[src/rtl/sap2_loader_pkg.sv]
// Shared types for the SAP-2 UART program loader: FSM state enums and data width.
package sap2_loader_pkg;

  localparam int unsigned DATA_W = 8;

  typedef enum logic [1:0] {
    RX_IDLE,
    RX_START,
    RX_DATA,
    RX_STOP
  } rx_state_t;

  typedef enum logic [2:0] {
    LD_WAIT_LEN,
    LD_WAIT_DATA,
    LD_WRITE,
    LD_WAIT_SUM,
    LD_DONE,
    LD_ERROR
  } ld_state_t;

endpackage

[src/rtl/sap2_uart_rx.sv]
// UART 8N1 receiver: two-flop RXD synchronizer, start/data/stop FSM, LSB-first shifter.
// rx_valid / rx_ferr pulse for one cycle on the stop-bit sample.
module sap2_uart_rx
  import sap2_loader_pkg::*;
#(
  parameter int unsigned CLKS_PER_BIT = 16
) (
  input  logic              clk,
  input  logic              rst,
  input  logic              rxd,
  output logic              rx_valid,
  output logic [DATA_W-1:0] rx_byte,
  output logic              rx_ferr
);

  localparam int unsigned CNT_W = $clog2(CLKS_PER_BIT);
  localparam logic [CNT_W-1:0] HALF_LAST = CNT_W'(CLKS_PER_BIT / 2 - 1);
  localparam logic [CNT_W-1:0] BIT_LAST  = CNT_W'(CLKS_PER_BIT - 1);

  logic              sync1, sync2, sync_prev;
  rx_state_t         state, state_next;
  logic [CNT_W-1:0]  tick;
  logic [2:0]        bit_idx;
  logic [DATA_W-1:0] shift;
  logic              sample_start, sample_bit, sample_stop;

  assign sample_start = (state == RX_START) && (tick == HALF_LAST);
  assign sample_bit   = (state == RX_DATA)  && (tick == BIT_LAST);
  assign sample_stop  = (state == RX_STOP)  && (tick == BIT_LAST);

  always_comb begin
    state_next = state;
    case (state)
      RX_IDLE:  if (sync_prev && !sync2) state_next = RX_START;
      RX_START: if (sample_start) state_next = sync2 ? RX_IDLE : RX_DATA;
      RX_DATA:  if (sample_bit && bit_idx == 3'd7) state_next = RX_STOP;
      RX_STOP:  if (sample_stop) state_next = RX_IDLE;
      default:  state_next = RX_IDLE;
    endcase
  end

  assign rx_valid = sample_stop && sync2;
  assign rx_ferr  = sample_stop && !sync2;
  assign rx_byte  = shift;

  always_ff @(posedge clk or posedge rst) begin
    if (rst) begin
      sync1     <= 1'b1;
      sync2     <= 1'b1;
      sync_prev <= 1'b1;
      state     <= RX_IDLE;
      tick      <= '0;
      bit_idx   <= '0;
      shift     <= '0;
    end else begin
      sync1     <= rxd;
      sync2     <= sync1;
      sync_prev <= sync2;
      state     <= state_next;
      // tick restarts on every state change and after each data-bit sample
      if (state != state_next || sample_bit)
        tick <= '0;
      else if (state != RX_IDLE)
        tick <= tick + CNT_W'(1);
      if (state == RX_IDLE)
        bit_idx <= '0;
      else if (sample_bit)
        bit_idx <= bit_idx + 3'd1;
      if (sample_bit)
        shift <= {sync2, shift[DATA_W-1:1]};
    end
  end

endmodule

[src/rtl/sap2_uart_loader.sv]
// SAP-2 program loader: length-prefixed UART image written from address 0, CPU held until done.
// Optional trailing checksum byte enabled with `define LOADER_CHECKSUM_EN.
module sap2_uart_loader
  import sap2_loader_pkg::*;
#(
  parameter int unsigned CLKS_PER_BIT = 16,
  parameter int unsigned ADDR_W       = 8
) (
  input  logic              CLK,
  input  logic              RST,
  input  logic              RXD,
  output logic              MEM_WE,
  output logic [ADDR_W-1:0] MEM_ADDR,
  output logic [DATA_W-1:0] MEM_DATA,
  output logic              CPU_HOLD,
  output logic              DONE,
  output logic              ERR
);

  logic              rx_valid, rx_ferr;
  logic [DATA_W-1:0] rx_byte;

  ld_state_t         ld_state, ld_next;
  logic [7:0]        len;
  logic [7:0]        seen;
  logic [ADDR_W-1:0] cnt;
`ifdef LOADER_CHECKSUM_EN
  logic [7:0]        sum;
`endif

  sap2_uart_rx #(
    .CLKS_PER_BIT(CLKS_PER_BIT)
  ) u_rx (
    .clk      (CLK),
    .rst      (RST),
    .rxd      (RXD),
    .rx_valid (rx_valid),
    .rx_byte  (rx_byte),
    .rx_ferr  (rx_ferr)
  );

  // seen is a full 8-bit byte count so the end test works even when cnt wraps
  always_comb begin
    ld_next = ld_state;
    case (ld_state)
      LD_WAIT_LEN:
        if (rx_valid) begin
`ifdef LOADER_CHECKSUM_EN
          ld_next = (rx_byte == 8'd0) ? LD_WAIT_SUM : LD_WAIT_DATA;
`else
          ld_next = (rx_byte == 8'd0) ? LD_DONE : LD_WAIT_DATA;
`endif
        end
      LD_WAIT_DATA:
        if (rx_valid) ld_next = LD_WRITE;
      LD_WRITE:
        if (seen + 8'd1 == len) begin
`ifdef LOADER_CHECKSUM_EN
          ld_next = LD_WAIT_SUM;
`else
          ld_next = LD_DONE;
`endif
        end else begin
          ld_next = LD_WAIT_DATA;
        end
`ifdef LOADER_CHECKSUM_EN
      LD_WAIT_SUM:
        if (rx_valid) ld_next = (sum + rx_byte == 8'd0) ? LD_DONE : LD_ERROR;
`endif
      LD_DONE:  ld_next = LD_DONE;
      LD_ERROR: ld_next = LD_ERROR;
      default:  ld_next = ld_state;
    endcase
    if (rx_ferr && ld_state != LD_DONE)
      ld_next = LD_ERROR;
  end

  always_ff @(posedge CLK or posedge RST) begin
    if (RST) begin
      ld_state <= LD_WAIT_LEN;
      len      <= '0;
      seen     <= '0;
      cnt      <= '0;
`ifdef LOADER_CHECKSUM_EN
      sum      <= '0;
`endif
      MEM_WE   <= 1'b0;
      MEM_ADDR <= '0;
      MEM_DATA <= '0;
      CPU_HOLD <= 1'b1;
      DONE     <= 1'b0;
      ERR      <= 1'b0;
    end else begin
      ld_state <= ld_next;
      if (ld_state == LD_WAIT_LEN && rx_valid) begin
        len  <= rx_byte;
        seen <= '0;
        cnt  <= '0;
`ifdef LOADER_CHECKSUM_EN
        sum  <= rx_byte;
`endif
      end
      if (ld_state == LD_WAIT_DATA && ld_next == LD_WRITE) begin
        MEM_DATA <= rx_byte;
        MEM_ADDR <= cnt;
`ifdef LOADER_CHECKSUM_EN
        sum      <= sum + rx_byte;
`endif
      end
      if (ld_state == LD_WRITE) begin
        seen <= seen + 8'd1;
        cnt  <= cnt + ADDR_W'(1);
      end
      // outputs are registered decodes of the state being entered
      MEM_WE   <= (ld_next == LD_WRITE);
      CPU_HOLD <= (ld_next != LD_DONE);
      DONE     <= (ld_next == LD_DONE);
      ERR      <= (ld_next == LD_ERROR);
    end
  end

endmodule

[config.mk]
export PLATFORM = sky130hd
export DESIGN_NAME = sap2_uart_loader
export DESIGN_NICKNAME = d
export VERILOG_FILES = /design/src/rtl/sap2_loader_pkg.sv /design/src/rtl/sap2_uart_rx.sv /design/src/rtl/sap2_uart_loader.sv
export SDC_FILE = /design/constraint.sdc
export NUM_CORES = 1
export LEC_CHECK = 0
export CORE_MARGIN = 3
export CORE_UTILIZATION = 50
export CTS_CLUSTER_DIAMETER = 80
export CTS_CLUSTER_SIZE = 16
export DETAILED_ROUTE_END_ITERATION = 16
export PLACE_DENSITY = 0.69
export SLEW_MARGIN = 0
export SYNTH_ARGS = -nofsm -noshare
export SYNTH_HDL_FRONTEND = slang
export SYNTH_SLANG_ARGS = --single-unit
[constraint.sdc]
create_clock -name CLK -period 7.35 [get_ports CLK]
set_clock_uncertainty 0.1 [all_clocks]
set_input_delay 1.1025 -clock CLK [delete_from_list [all_inputs] [get_ports CLK]]
set_output_delay 1.1025 -clock CLK [all_outputs]
set_load 0.01 [all_outputs]
==> results of run 1 <==
[cell type report]
cell class	instances	share of cell area [%]
Inverter	3	0.305
Clock buffer	11	3.56
Tap cell	75	2.54
Sequential cell	67	45.6
Multi-Input combinational cell	201	40.2
Timing Repair Buffer	24	6.38
Clock inverter	4	1.42
[state kept, by name (all words and copies together) (netlist names)]
| name | flops |
|---|---|
| ERR | 1 |
| MEM_ADDR | 8 |
| ld_state | 3 |
| cnt | 8 |
| u_rx.sync_prev | 1 |
| seen | 8 |
| CPU_HOLD | 1 |
| len | 8 |
| u_rx.state | 2 |
| MEM_DATA | 8 |
| DONE | 1 |
| u_rx.sync2 | 1 |
| u_rx.bit_idx | 3 |
| MEM_WE | 1 |
| u_rx.rx_byte | 8 |
| u_rx.tick | 4 |
| u_rx.sync1 | 1 |
[worst paths after layout]
check | from | to | slack, ns
worst max-delay path | u_rx.tick[0] | MEM_ADDR[0] | 4.35
worst max register to register | u_rx.tick[0] | MEM_ADDR[0] | 4.35
max in group asynchronous | RST | seen[0] | 5.38
worst min register to register | u_rx.sync1 | u_rx.sync2 | 0.26
worst min-delay path | u_rx.sync1 | u_rx.sync2 | 0.26
min in group asynchronous | RST | u_rx.bit_idx[0] | 1.22
[per-stage QoR]
| stage | hold slack [ns] | instances |
|---|---|---|
| 6_report | 0.261 | 385 |
| 5_1_grt | 0.264 | 385 |
| 3_3_place_gp | 0.247 | 370 |
| 3_5_place_dp | 0.251 | 370 |
| 4_1_cts | 0.261 | 385 |
| 2_1_floorplan | 0.245 | 287 |
[placed cells by master (no fill, tap or decap), drive strengths merged, types with 7 or more instances in the layout]
cell,n
nand2,21
nor2,16
clkbuf,11
dfrtp,63
o21ai,26
xor2,8
a21oi,10
nand4,7
mux2,33
clkdlybuf4s50,22
nand3,12
[metal layers]
| metal | vias up | share of wire, % | global-route usage (%) | routed length, µm |
|---|---|---|---|---|
| li1 | 1071 | - | - | - |
| met3 | 7 | 3.4 | 3.41 | 199 |
| met2 | 45 | 43 | 25.2 | 2500 |
| met4 | 0 | 1.5 | 8.07 | 87 |
| met1 | 1089 | 52 | 25.8 | 3020 |
| met5 | - | 0 | 0 | 0 |
[worst max-delay path, cell delays in order, from the launching register on]
cell and delay [ns]:
dfrtp_1 0.39, ha_1 0.17, and2_1 0.28, nand4_4 0.19
or3b_4 0.45, nor3b_4 0.89, mux2_2 0.41
[power by group through the flow]
stage | clock, mW | sequential (mW) | combinational [mW]
after global placement | 0 | 0.453 | 0.120
after floorplan | 0 | 0.432 | 0.114
after global routing | 0.316 | 0.456 | 0.138
after detailed placement | 0 | 0.455 | 0.121
final | 0.289 | 0.449 | 0.121
after CTS | 0.298 | 0.449 | 0.122
[cell families after synthesis]
logic type | after synthesis | share of synthesized area, %
adders and majority gates | 5 | 1.91
AOI/OAI and AO/OA | 62 | 11.8
and+or+nand+nor | 88 | 14.8
DFF | 67 | 51.4
xor gates and xnor gates | 12 | 3.21
muxes | 34 | 13.6
buffers and inverters | 19 | 3.36
==> impl_results.md, run 1 <==
- Most numerous cell in the Yosys netlist: dfrtp_1
- Starting DRT DRC Count: 176
- Worst Setup End Kind: flip-flop
- Startpoint types: flip-flop
- Hold path cells: 0
- I/O pin cnt: 23
- Peak VDD IR: 0.156 mV
- First-pass DRT Iterations: 4
- Crit Path Class: reg -> reg
- Final Hold Viols: 0
- Total chip power: 0.858 mW
- Synth top area share: 48.1%
- DRT Wirelength: 5.80 mm
- CTS buffer count: 9
- Reg2Reg Depth: 6
- Initial antenna violation count: 0
- Switching share of power: 28.5%
- Synthesis-stage register bit count: 67
- Register area: 0.00168 mm²
- Vias in the first global route: 2193
- Post-Synthesis Cells: 287
- Util after Layout: 60.2%
- Final Instance Area: 0.00369 mm²
- Status: complete, no violations
- Final setup TNS: 0 ns
- Largest net degree at the start of global routing: 68
- Worst skew pair latency: 0.34 ns
- Tmin final: 3.00 ns
- Sequential share of power: 52.3%
- Via Count: 2212
- Wire per inst: 15.1 µm
- Syn Std Cell Area: 0.00327 mm²
- Setup ws final: 4.35 ns
- Static Leakage: 1.69 nW
- Port bufs: 22
- Total of max-cap violations: 0
- Mapped Avg Cell Area: 11.4 µm²
- NumNets Final: 314
- Area contributors post-synth: dfrtp_1 48%, mux2_4 7.8%, mux2_2 5.5%, o21ai_0 4.0%, dfstp_2 3.2%
- Power share of the clock group: 33.6%
- Die Area: 0.00756 mm²
- Post-CTS Setup Inserts: 0
- Via density: 5.75
- CTS Hold Bufs: 0
- Overflow after GRT: 0
- Fin. max-slew vios: 0
- Gates resized, CTS repair: 0
- Footprint of the multi-input gates: 0.00148 mm²
- Worst Path Required: 7.47 ns
- Layout cell share with drive strength beyond 1: 19.7%
- Worst slew pin tran: 1.07 ns
- Gr usage total: 17.6%
- Drc violations: 0
- Synth Flop Type: dfrtp_1
- Placer Congestion: 0.858
- Syn_nets: 295
- Internal: 0.614 mW
- Number of diodes: 0
- Core Area: 0.00613 mm²
- CTS tree: built
- Post-DP Area: 0.00350 mm²
- # H-tree levels: 3
- Post-DP HPWL: 3.78 mm
- Post-synth EDFFs: 0
- Clock Sinks: 67
- Fillers: 503
- Yosys cell types: 52
- Clock slew at reported path FFs: 0.07 ns
- Die Y: 86.9 µm
- Die W: 86.9 µm
- Seq/Total Area, Yosys: 51.4%
- Pre-CTS setup slack: 4.32 ns
- Critical path fanouts, max: 17
- Min-Delay Path Class: reg -> reg
- Slew HR: 28.9%
- First-pass GRT wire length: 10.5 mm
- Synth cell count leaders: 63 x dfrtp_1, 26 x o21ai_0, 21 x nand2_1, 17 x mux2_4
- RSZ-0062 raised after global routing: no
- Post-synth top area cell: dfrtp_1
- Power share of the combinational group: 14.0%
- Routed Antenna Nets: 0
- Net switching power: 0.245 mW
- Maximum root-to-sink buffer count: 2
- Syn-to-layout area delta: 12.6%
- Initial Utilization: 53.4%
- Tcrit/Tclk final: 40.8%
- Ys Warns: 0
- Worst Path Arrival: 3.12 ns
- Fmax: 333 MHz
- Final setup violating endpoints: 0
- Placement row count: 28
- Pwr/cell area: 233 mW/mm²
- Ys async rst share: 100%
- CTS Root Cell: clkbuf_8
(Power assumes the default switching activity.)
==> run 2: changes to the inputs <==
Clock period 7.35 ns to 3.01 ns, I/O delays scaled along.
==> impl_results.md, run 2 (synthesis results as in run 1) <==
- First-pass GRT wire length: 11.0 mm (was 10.5 mm)
- Switching share of power: 27.4% (was 28.5%)
- Maximum root-to-sink buffer count: 2 (unchanged)
- Routed Antenna Nets: 0 (unchanged)
- Fin. max-slew vios: 0 (unchanged)
- Slew HR: 54.0% (was 28.9%)
- Gates resized, CTS repair: 0 (unchanged)
- Post-DP HPWL: 4.16 mm (was 3.78 mm)
- RSZ-0062 raised after global routing: no (unchanged)
- Final Hold Viols: 0 (unchanged)
- Syn-to-layout area delta: 14.2% (was 12.6%)
- I/O pin cnt: 23 (unchanged)
- Fmax: 381 MHz (was 333 MHz)
- Critical path fanouts, max: 10 (was 17)
- Pre-CTS setup slack: 0.403 ns (was 4.32 ns)
- Worst path bufs/invs: 0 (unchanged)
- NumNets Final: 318 (was 314)
- Critical path's slowest cell: or3_1 (was nor3b_4)
- Initial Utilization: 53.4% (unchanged)
- Post-DP Area: 0.00353 mm² (was 0.00350 mm²)
- Placer Congestion: 0.831 (was 0.858)
- Most frequent cells in the layout: 63 x dfrtp_1, 26 x o21ai_0, 22 x clkdlybuf4s50_1, 21 x nand2_1, 17 x mux2_4 (unchanged)
- Placed Instances: 374 (was 370)
- Crit Path Class: reg -> reg (unchanged)
- Power share of the clock group: 35.7% (was 33.6%)
- Sequential share of power: 49.0% (was 52.3%)
- First-pass DRT Iterations: 4 (unchanged)
- Worst Path Required: 3.14 ns (was 7.47 ns)
- Placement row count: 28 (unchanged)
- CTS Hold Bufs: 0 (unchanged)
- Core Area: 0.00613 mm² (unchanged)
- Final Instance Area: 0.00374 mm² (was 0.00369 mm²)
- Crit path largest cell delay: 0.56 ns (was 0.89 ns)
- Layout cell share with drive strength beyond 1: 21.3% (was 19.7%)
- Clock slew at reported path FFs: 0.07 ns (about the same)
- Port bufs: 22 (unchanged)
- Util after Layout: 61.0% (was 60.2%)
- Worst skew pair latency: 0.34 ns (about the same)
- Hold_ws: 0.264 ns (was 0.261 ns)
- Clock Sinks: 67 (unchanged)
- CTS buffer count: 9 (unchanged)
- Power share of the combinational group: 15.3% (was 14.0%)
- Number of diodes: 0 (unchanged)
- Fin cells: 390 (was 385)
- Total of max-cap violations: 0 (unchanged)
- Final setup violating endpoints: 0 (unchanged)
- CTS Root Cell: clkbuf_8 (unchanged)
- Via Count: 2243 (was 2212)
- Static Leakage: 1.72 nW (was 1.69 nW)
- Final setup TNS: 0 ns (unchanged)
- Worst Path Arrival: 2.75 ns (was 3.12 ns)
- DRT Wirelength: 6.09 mm (was 5.80 mm)
- Starting DRT DRC Count: 205 (was 176)
- Gr usage total: 18.9% (was 17.6%)
- Die Y: 86.9 µm (unchanged)
- Worst-path cell chain: ha_1 > and2_1 > nand4_4 > or3b_4 > or3_1 > mux2_4 (was ha_1 > and2_1 > nand4_4 > or3b_4 > nor3b_4 > mux2_2)
- Initial antenna violation count: 0 (unchanged)
- Worst Setup End Kind: flip-flop (unchanged)
- Die W: 86.9 µm (unchanged)
- Largest net degree at the start of global routing: 27 (was 68)
- Startpoint types: flip-flop (unchanged)
- Tcrit/Tclk final: 87.1% (was 40.8%)
- Vias in the first global route: 2222 (was 2193)
- Overflow after GRT: 0 (unchanged)
- Crit path max-delay family: simple AND/OR/NAND/NOR gates (unchanged)
- Post-CTS Setup Inserts: 0 (unchanged)
- Via density: 5.75 (about the same)
- Die Area: 0.00756 mm² (unchanged)
- CTS tree: built (unchanged)
- Drc violations: 0 (unchanged)
- # H-tree levels: 3 (unchanged)
- Total chip power: 2.12 mW (was 0.858 mW)
- Wire per inst: 15.6 µm (was 15.1 µm)
- Status: complete, no violations (unchanged)
- Internal: 1.54 mW (was 0.614 mW)
- Commonest non-fill, non-tap cell in the layout: dfrtp_1 (unchanged)
- Worst slew pin tran: 0.687 ns (was 1.07 ns)
- Min-Delay Path Class: reg -> reg (unchanged)
- Setup ws final: 0.388 ns (was 4.35 ns)
- Tmin final: 2.62 ns (was 3.00 ns)
- Pwr/cell area: 568 mW/mm² (was 233 mW/mm²)
- Net switching power: 0.581 mW (was 0.245 mW)
- Peak VDD IR: 0.468 mV (was 0.156 mV)
## run 2: cell count changes in the layout (fill, tap and decap cells not counted)
| cell | change |
|---|---|
| clkbuf_1 | -1 |
| buf_4 | +4 |
| clkinv_4 | -1 |
| clkbuf_8 | +2 |
| clkinv_2 | +1 |
## run 2: final cells by class
class,instances,area [µm²]
clock buffer,12,155
tap,75,93.8
sequential,67,1680
multi-input combinational,201,1480
fill,492,2390
inverter,3,11.3
clock inverter,4,48.8
timing repair buffer,28,265
## run 2: final timing paths
kind                         startpoint               to  slack (ns)  depth (start not counted)
max                        u_rx.tick[0]           len[2]        0.39                          6
min                          u_rx.sync1       u_rx.sync2        0.26                          0
max reg2reg                u_rx.tick[0]           len[2]        0.39                          6
min reg2reg                  u_rx.sync1       u_rx.sync2        0.26                          0
max in group asynchronous           RST   u_rx.sync_prev        1.70                          3
min in group asynchronous           RST  u_rx.bit_idx[1]        0.36                          2
## run 2: worst register-to-register path, delay by kind of cell (launching register included)
family | cells | cell delay [ns]
simple gates | 4 | 1.48
mux | 1 | 0.38
flops | 1 | 0.38
fa+ha+maj | 1 | 0.16
## run 2: routing by layer
metal	part of all wire [%]	GRT usage [%]	routed length, µm	vias to the layer above
li1	-	-	-	1084
met2	44	26.8	2660	53
met3	4.9	6.05	301	7
met1	50	27.2	3030	1099
met5	0	0	0	-
met4	1.6	6.66	95	0
## run 2: power by group through the flow
stage	Sequential (mW)	Clock (mW)	Combinational (mW)
after detailed placement	1.05	0	0.326
final	1.04	0.758	0.326
after floorplan	1.06	0	0.278
after CTS	1.04	0.782	0.328
after global routing	1.05	0.823	0.367
after global placement	1.05	0	0.321
==> run 3: changes to the inputs <==
--- a/config.mk
+++ b/config.mk
@@ -7,2 +7,3 @@
 export LEC_CHECK = 0
+export CAP_MARGIN = 15
 export CORE_MARGIN = 3
--- a/constraint.sdc
+++ b/constraint.sdc
@@ -4,2 +4,2 @@
 set_output_delay 0.4515 -clock CLK [all_outputs]
-set_load 0.01 [all_outputs]
+set_load 0.1 [all_outputs]
==> impl_results.md, run 3 (synthesis results as in run 1) <==
- Status: complete, no violations (unchanged)
- Die Y: 86.9 µm (unchanged)
- Fmax: 381 MHz (about the same)
- CTS Hold Bufs: 0 (unchanged)
- Final Instance Area: 0.00369 mm² (was 0.00374 mm²)
- Pre-CTS setup slack: 0.405 ns (was 0.403 ns)
- Placed Instances: 375 (was 374)
- Worst Path Required: 3.14 ns (about the same)
- Slew HR: 56.6% (was 54.0%)
- R2R setup slack: 0.39 ns (about the same)
- Port bufs: 22 (unchanged)
- Core Area: 0.00613 mm² (unchanged)
- Initial antenna violation count: 0 (unchanged)
- Worst slew pin tran: 0.648 ns (was 0.687 ns)
- Post-CTS Setup Inserts: 0 (unchanged)
- R2R Path End: len[1] (was len[2])
- Layout cell share with drive strength beyond 1: 27.5% (was 21.3%)
- Most frequent cells in the layout: 63 x dfrtp_1, 27 x buf_4, 26 x o21ai_0, 21 x nand2_1, 17 x mux2_4 (was 63 x dfrtp_1, 26 x o21ai_0, 22 x clkdlybuf4s50_1, 21 x nand2_1, 17 x mux2_4)
- Crit Path Class: reg -> reg (unchanged)
- Post-DP Area: 0.00349 mm² (was 0.00353 mm²)
- Hold endpoint: u_rx.sync2 (unchanged)
- Tcrit/Tclk final: 87.2% (was 87.1%)
- Critical path's slowest cell: or3_1 (unchanged)
- Reg2Reg Depth: 6 (unchanged)
- Maximum root-to-sink buffer count: 2 (unchanged)
- DRT Wirelength: 5.93 mm (was 6.09 mm)
- Crit path max-delay family: simple AND/OR/NAND/NOR gates (unchanged)
- Final Hold Viols: 0 (unchanged)
- Syn-to-layout area delta: 12.6% (was 14.2%)
- Worst-path cell chain: ha_1 > and2_1 > nand4_4 > or3b_4 > or3_1 > mux2_4 (unchanged)
- Worst Path Arrival: 2.75 ns (about the same)
- Fin. max-slew vios: 0 (unchanged)
- CTS buffer count: 9 (unchanged)
- Placer Congestion: 0.843 (was 0.831)
- Die W: 86.9 µm (unchanged)
- Min-Delay Path Class: reg -> reg (unchanged)
- Number of diodes: 0 (unchanged)
- First-pass DRT Iterations: 4 (unchanged)
- Worst skew pair latency: 0.34 ns (about the same)
- I/O pin cnt: 23 (unchanged)
- CTS Root Cell: clkbuf_8 (unchanged)
- Via density: 5.64 (was 5.75)
- Drc violations: 0 (unchanged)
- Commonest non-fill, non-tap cell in the layout: dfrtp_1 (unchanged)
- Largest net degree at the start of global routing: 29 (was 27)
- First-pass GRT wire length: 10.4 mm (was 11.0 mm)
- Hold path cells: 0 (unchanged)
- Gates resized, CTS repair: 0 (unchanged)
- Worst Setup End Kind: flip-flop (unchanged)
- Worst Setup SP: u_rx.tick[0] (unchanged)
- Total of max-cap violations: 0 (unchanged)
- Startpoint types: flip-flop (unchanged)
- Critical path fanouts, max: 10 (unchanged)
- Via Count: 2207 (was 2243)
- Setup ws final: 0.386 ns (was 0.388 ns)
- Hold Crit Start: u_rx.sync1 (unchanged)
- Final setup TNS: 0 ns (unchanged)
- Starting DRT DRC Count: 124 (was 205)
- RSZ-0062 raised after global routing: no (unchanged)
- Gr usage total: 17.8% (was 18.9%)
- Die Area: 0.00756 mm² (unchanged)
- CTS tree: built (unchanged)
- Vias in the first global route: 2134 (was 2222)
- Placement row count: 28 (unchanged)
- Wire per inst: 15.2 µm (was 15.6 µm)
- Routed Antenna Nets: 0 (unchanged)
- Fin cells: 391 (was 390)
- Static Leakage: 1.75 nW (was 1.72 nW)
- Post-DP HPWL: 3.97 mm (was 4.16 mm)
- Pwr/cell area: 593 mW/mm² (was 568 mW/mm²)
- Initial Utilization: 53.4% (unchanged)
- NumNets Final: 319 (was 318)
- Worst path bufs/invs: 0 (unchanged)
- Tmin final: 2.62 ns (about the same)
- Overflow after GRT: 0 (unchanged)
- FF-to-FF Start: u_rx.tick[0] (unchanged)
- Clock slew at reported path FFs: 0.07 ns (about the same)
- Peak VDD IR: 0.381 mV (was 0.468 mV)
- # H-tree levels: 3 (unchanged)
- Crit path largest cell delay: 0.56 ns (about the same)
- Hold_ws: 0.253 ns (was 0.264 ns)
- Clock Sinks: 67 (unchanged)
- Final setup violating endpoints: 0 (unchanged)
[run 3: cell count changes in the layout (fill, tap and decap cells not counted), sizes merged]
cell and delta:
clkinv -2, clkinvlp +2, clkdlybuf4s50 -20, buf +21
[run 3: stage by stage]
stage               utilization (%)  power [mW]
detailed placement             57.0        1.45
floorplan                         -        1.41
global placement               57.0        1.44
global route                   60.1        2.30
CTS                            60.1        2.20
finish                         60.1        2.19
[run 3: worst register-to-register path, stage by stage, from the launching register on]
cell and delay, ns:
dfrtp_1 0.39, ha_1 0.17, and2_1 0.28, nand4_4 0.19
or3b_4 0.44, or3_1 0.56, mux2_4 0.38
[run 3: metal layers]
metal	vias up	routed length (µm)	share of wire, %	track usage [%]
li1	1089	-	-	-
met1	1070	3130	53	26.8
met2	43	2470	42	23.9
met3	5	257	4.3	4.64
met4	0	64	1.1	7.79
met5	-	0	0	0
[run 3: worst max-delay path by stage]
stage | cells past startpoint | end | slack (ns)
detailed placement | 6 | len[1] | 0.40
finish | 6 | len[1] | 0.39
global placement | 6 | len[3] | 0.44
floorplan | 8 | MEM_ADDR[7] | 0.59
global route | 6 | len[1] | 0.24
CTS | 6 | len[1] | 0.37
[run 3: area by class of cell]
| type | count | area [µm²] |
|---|---|---|
| clock buffers | 12 | 145 |
| clock inverters | 4 | 50.0 |
| fillers | 523 | 2440 |
| inverters | 3 | 11.3 |
| multi-input cells | 201 | 1480 |
| flip-flops and latches | 67 | 1680 |
| well taps | 75 | 93.8 |
| repair buffers | 29 | 223 |
[run 3: report_power, final]
| part | internal [mW] | switching, mW | leakage [nW] |
|---|---|---|---|
| logic | 0.145 | 0.253 | 0.747 |
| registers | 0.968 | 0.0697 | 0.911 |
| clock network | 0.405 | 0.345 | 0.0926 |
